--- config.mk ---
export PLATFORM = sky130hd
export DESIGN_NAME = control_unit_v2
export DESIGN_NICKNAME = d
export VERILOG_FILES = /design/src/rtl/cu_pkg.sv /design/src/rtl/cu_pc.sv /design/src/rtl/control_unit_v2.sv
export SDC_FILE = /design/constraint.sdc
export NUM_CORES = 1
export LEC_CHECK = 0
export ABC_CLOCK_PERIOD_IN_PS = 1900
export CAP_MARGIN = 20
export CORE_MARGIN = 10
export CORE_UTILIZATION = 34
export DETAILED_ROUTE_END_ITERATION = 12
export GPL_TIMING_DRIVEN = 0
export PLACE_DENSITY = 0.75
export REMOVE_ABC_BUFFERS = 1
export SYNTH_ARGS = -nofsm -noshare
export SYNTH_HDL_FRONTEND = slang
export SYNTH_SLANG_ARGS = --single-unit
--- constraint.sdc ---
create_clock -name Clk -period 1.9 [get_ports Clk]
set_input_delay 0.38 -clock Clk [delete_from_list [all_inputs] [get_ports Clk]]
set_output_delay 0.38 -clock Clk [all_outputs]
set_load 0.01 [all_outputs]
--- src/rtl/cu_pkg.sv ---
// Shared types and constants for the control_unit_v2 controller.
package cu_pkg;

    // Controller states; encodings are visible on State_Out/Next_State.
    typedef enum logic [3:0] {
        INIT   = 4'd0,
        FETCH  = 4'd1,
        DECODE = 4'd2,
        NOOP   = 4'd3,
        LOAD_A = 4'd4,
        LOAD_B = 4'd5,
        STORE  = 4'd6,
        ADD    = 4'd7,
        SUB    = 4'd8,
        HALT   = 4'd9,
        JMP    = 4'd10,
        BRZ    = 4'd11
    } state_t;

    // Opcodes carried in the top nibble of the instruction register.
    localparam logic [3:0] OP_NOOP  = 4'd0;
    localparam logic [3:0] OP_STORE = 4'd1;
    localparam logic [3:0] OP_LOAD  = 4'd2;
    localparam logic [3:0] OP_ADD   = 4'd3;
    localparam logic [3:0] OP_SUB   = 4'd4;
    localparam logic [3:0] OP_HALT  = 4'd5;
    localparam logic [3:0] OP_JMP   = 4'd6;
    localparam logic [3:0] OP_BRZ   = 4'd7;

    // ALU operation selects.
    localparam int unsigned ALU_PASS = 0;
    localparam int unsigned ALU_ADD  = 1;
    localparam int unsigned ALU_SUB  = 2;

endpackage

--- src/rtl/cu_pc.sv ---
// Program counter: synchronous clear, parallel load and increment.
// Priority is Clr > Ld > Up; arithmetic wraps modulo 2^PCW.
module cu_pc #(
    parameter int PCW = 7
) (
    input  logic           Clk,
    input  logic           Clr,
    input  logic           Up,
    input  logic           Ld,
    input  logic [PCW-1:0] Ld_Val,
    output logic [PCW-1:0] PC
);

    // PC register update in priority order.
    always_ff @(posedge Clk) begin
        if (Clr)
            PC <= '0;
        else if (Ld)
            PC <= Ld_Val;
        else if (Up)
            PC <= PC + PCW'(1);
    end

endmodule

--- src/rtl/control_unit_v2.sv ---
// Fetch/decode/execute controller for the 16-bit processor.
// Optional feature macro: CU_BRANCH_EN adds JMP/BRZ and the PC-load path;
// without it opcodes 6/7 execute as NOOP and Zero_Flag is ignored.
module control_unit_v2
    import cu_pkg::*;
#(
    parameter int IW  = 16,
    parameter int PCW = 7,
    parameter int DAW = 8,
    parameter int RAW = 4,
    parameter int ASW = 3
) (
    input  logic           Clk,
    input  logic           Reset,
    input  logic [IW-1:0]  Instr_In,
    input  logic           Zero_Flag,
    output logic [PCW-1:0] PC_Out,
    output logic [IW-1:0]  IR_Out,
    output logic [DAW-1:0] D_Addr,
    output logic           D_Wr,
    output logic           RF_s,
    output logic [RAW-1:0] RF_W_Addr,
    output logic [RAW-1:0] RF_Ra_Addr,
    output logic [RAW-1:0] RF_Rb_Addr,
    output logic           RF_W_en,
    output logic [ASW-1:0] ALU_s0,
    output logic [3:0]     State_Out,
    output logic [3:0]     Next_State,
    output logic           Halted
);

    state_t         state;
    state_t         next_state;
    logic [IW-1:0]  ir;
    logic [3:0]     opcode;
    logic           pc_up;
    logic           pc_ld;
    logic [PCW-1:0] pc_ld_val;

    assign opcode     = ir[IW-1:IW-4];
    assign IR_Out     = ir;
    assign State_Out  = state;
    assign Next_State = next_state;

`ifdef CU_BRANCH_EN
    assign pc_ld_val = ir[PCW-1:0];
`else
    logic unused_zero_flag;
    assign unused_zero_flag = Zero_Flag;
    assign pc_ld_val = '0;
`endif

    cu_pc #(.PCW(PCW)) u_pc (
        .Clk    (Clk),
        .Clr    (Reset),
        .Up     (pc_up),
        .Ld     (pc_ld),
        .Ld_Val (pc_ld_val),
        .PC     (PC_Out)
    );

    // State register with synchronous reset to INIT.
    always_ff @(posedge Clk) begin
        if (Reset)
            state <= INIT;
        else
            state <= next_state;
    end

    // Instruction register: captures memory read data during FETCH.
    always_ff @(posedge Clk) begin
        if (Reset)
            ir <= '0;
        else if (state == FETCH)
            ir <= Instr_In;
    end

    // Next-state and datapath-control decode of state plus IR.
    always_comb begin
        next_state = state;
        pc_up      = 1'b0;
        pc_ld      = 1'b0;
        D_Addr     = '0;
        D_Wr       = 1'b0;
        RF_s       = 1'b0;
        RF_W_Addr  = '0;
        RF_Ra_Addr = '0;
        RF_Rb_Addr = '0;
        RF_W_en    = 1'b0;
        ALU_s0     = ASW'(ALU_PASS);
        Halted     = 1'b0;

        case (state)
            INIT: next_state = FETCH;
            FETCH: begin
                pc_up      = 1'b1;
                next_state = DECODE;
            end
            DECODE: begin
                case (opcode)
                    OP_STORE: next_state = STORE;
                    OP_LOAD:  next_state = LOAD_A;
                    OP_ADD:   next_state = ADD;
                    OP_SUB:   next_state = SUB;
                    OP_HALT:  next_state = HALT;
`ifdef CU_BRANCH_EN
                    OP_JMP:   next_state = JMP;
                    OP_BRZ:   next_state = BRZ;
`endif
                    default:  next_state = NOOP;
                endcase
            end
            NOOP: next_state = FETCH;
            STORE: begin
                D_Addr     = ir[DAW+3:4];
                RF_Ra_Addr = RAW'(ir[3:0]);
                D_Wr       = 1'b1;
                next_state = FETCH;
            end
            LOAD_A: begin
                D_Addr     = ir[DAW+3:4];
                RF_s       = 1'b1;
                RF_W_Addr  = RAW'(ir[3:0]);
                next_state = LOAD_B;
            end
            LOAD_B: begin
                D_Addr     = ir[DAW+3:4];
                RF_s       = 1'b1;
                RF_W_Addr  = RAW'(ir[3:0]);
                RF_W_en    = 1'b1;
                next_state = FETCH;
            end
            ADD, SUB: begin
                RF_Ra_Addr = RAW'(ir[11:8]);
                RF_Rb_Addr = RAW'(ir[7:4]);
                RF_W_Addr  = RAW'(ir[3:0]);
                RF_W_en    = 1'b1;
                ALU_s0     = (state == ADD) ? ASW'(ALU_ADD) : ASW'(ALU_SUB);
                next_state = FETCH;
            end
            HALT: begin
                Halted     = 1'b1;
                next_state = HALT;
            end
`ifdef CU_BRANCH_EN
            JMP: begin
                pc_ld      = 1'b1;
                next_state = INIT;
            end
            BRZ: begin
                if (Zero_Flag) begin
                    pc_ld      = 1'b1;
                    next_state = INIT;
                end else begin
                    next_state = FETCH;
                end
            end
`endif
            default: next_state = INIT;
        endcase

        // Reset is synchronous, so the trace shows INIT as the true next state.
        if (Reset)
            next_state = INIT;
    end

endmodule

==> flow_summary.ini <==
[die]
die_y_um = 83.3
rows = 22
fp.coreArea_um2 = 3770
ios = 77
design.die.area_um2 = 6930
die_w_um = 83.3
start_util = 0.361

[route]
route.detailed.wl_per_inst_um = 17.4
firstDrtPassIters = 4
routed_wl_um = 5550
first_iter_violations = 110
routed_via_density = 5.22
vias = 1665
drcViolationCount = 0
antenna_left = 0

[setup_path]
cp.arrival_ns = 1.67
crit_chain = nor4b_4, o21bai_4, buf_6, buf_6, a22o_1, buf_2
reg2reg_depth = 5
max_stage_delay_ns = 0.38
r2r-start = State_Out[2]
cp.required_ns = 1.52
path_buf_inv = 3
reg2reg_to = u_pc.PC[5]
worstSetupStartpointType = flop
r2r_setup_slack_ns = -0.02
crit_path_end_kind = output port
critical_path_class = flop to output port
timing.critical_path.fanout_max = 5
cp-startpoint = State_Out[2]
timing.critical_path.mode_cell = buf_6
slowest_stage = dfxtp_4
critPathTopFamily = flip-flops

[synth]
ys_warn_count = 0
synth_top_area_cell = dfxtp_1
synth_edf_count = 0
syn_inst = 173
synth.distinct_cells = 36
syn_avg_cell_area_um2 = 7.87
synth_top_area_frac = 0.397
ys.flop_type = dfxtp_1
synthesis.area_um2 = 1360
async_flop_share = 0
ys_ff_latch = 27
yosys-top-cells-area = dfxtp_1 (40%), nand2_1 (10%), a21oi_1 (8.8%), and3_1 (3.7%), nor2b_1 (2.8%)
ys_seq_area_frac = 0.397

[sta]
hold_viol = 0
tightest_slew_ns = 0.595
finalMaxSlewViolations = 0
fin_ws_ns = -0.153
finalCriticalPeriod_ns = 2.05
setup_viol = 10
final.setup.tns_ns = -0.927
fmax_mhz = 487
grt_setup_unrepaired = true
fin_skew_ns = 0.00140
fin_crit_sh = 1.08
slew_headroom = 0.603

[power_and_ir_drop]
p_leak_nw = 1.05
peakVddDrop_mv = 0.528
powerDensity_nw_per_um2 = 731

[global_route]
grt_max_degree = 31
first_global_vias = 1581
grt_pass1_wl_um = 8270
grt_use_total = 0.139
overflow = 0
antenna_found_initial = 0

[cts]
cts-hold-fix-buffers = 0
cts_tree = yes
insertion_delay_ns = 0.27
cts_buffer_depth = 2
cts_buffers = 3
clkSlewWorstSetupHoldPaths_ns = 0.09
clkSinkCount = 27
htreeDepth = 1
ctsRootBufferMaster = clkbuf_8

[run_status]
outcome = complete, but fails checks
violations = setup timing

[final_layout]
final_util = 0.660
antenna_cells = 0
syn2layout_area_growth_pct = 82.9
final_cell_mix = clkdlybuf4s50_1 (43), nand2_1 (36), a21oi_1 (21), buf_4 (21), dfxtp_1 (20)
layout_commonest_cell = clkdlybuf4s50_1
final_nets = 292
drive_gt1_frac = 0.328

[place]
numPortBuffers = 74
globalplace.congestion = 0.689
dp.final_hpwl_um = 3340

[min_path]
holdPathStages = 2
min_path_type = flop to flop
hold_start = IR_Out[10]
min_to = IR_Out[10]

[run]
maxCapViolCount = 0
cell usage after synthesis, drive strengths merged, types with 2 or more instances:
master,instances
nand2,37
dfxtp,27
a21oi,24
clkbuf,9
and3,8
nor2,7
nor2b,6
o21ai,5
a22o,4
and2,4
buf,4
inv,3
nand2b,3
or3,3
a2111oi,2
and4b,2
nand3,2
nor3b,2
nor4b,2
o2111ai,2
o311a,2
o31ai,2
or4,2
xor2,2
metal layers:
metal,up-vias,track usage,share of wire
met4,0,0.0354,0.020
met2,68,0.247,0.51
met1,779,0.153,0.40
met5,-,0,0
met3,11,0.0469,0.079
li1,807,-,-
worst max-delay path by stage:
stage	slack [ns]	cells past startpoint	endpoint
floorplan	-0.20	3	RF_Ra_Addr[0]
global placement	-1.06	3	Next_State[2]
detailed placement	-1.07	4	Next_State[1]
CTS	-0.11	4	Next_State[0]
global route	-0.20	6	RF_Ra_Addr[0]
finish	-0.15	6	RF_Ra_Addr[1]
worst register-to-register path, cell delays in order (launching register included):
cell and delay (ns):
dfxtp_4 0.38, buf_6 0.14, or4b_4 0.53, buf_8 0.15, or4_4 0.51, a21oi_2 0.15
flip-flops by register name, indices dropped and copies added (netlist names):
| register | count |
|---|---|
| IR_Out | 16 |
| State_Out | 4 |
| u_pc.PC | 7 |
stage by stage:
stage / cell area [um^2] / total power [mW] / hold WS (ns) / std cells / setup slack (ns)
floorplan: 1290 / 0.997 / 0.449 / 160 / -0.197
global placement: 2090 / 1.29 / 0.466 / 282 / -1.06
detailed placement: 2110 / 1.32 / 0.475 / 283 / -1.07
CTS: 2370 / 1.74 / 0.489 / 309 / -0.110
global route: 2490 / 1.92 / 0.516 / 319 / -0.201
finish: 2490 / 1.82 / 0.489 / 319 / -0.153
layout make-up:
cell class	instances	area [um^2]
clock buffers	4	45.0
fillers	306	1280
inverters	3	11.3
multi-input cells	131	883
flip-flops and latches	27	562
well taps	48	60.1
repair buffers	106	928
cells by family after synthesis:
group	after synthesis	synth area share
buffers and inverters	16	0.0579
DFF	27	0.397
AOI/OAI and AO/OA	44	0.199
xor gates and xnor gates	3	0.0193
and+or+nand+nor	81	0.314
other	1	0.00275
adders and majority gates	1	0.00919
where the power goes:
group	internal [mW]	leakage [nW]	switching, mW	total [mW]
Sequential	0.643	0.225	0.113	0.756
Clock	0.150	0.0228	0.179	0.330
Combinational	0.390	0.802	0.344	0.734
Total	1.18	1.05	0.636	1.82
timing repair:
item,CTS,global route
setup endpoints to repair,33,28
gates resized for setup,121,40
pin swaps,4,8
setup buffers,21,11
gates cloned,1,0
Power figures use the tool's default switching activity.
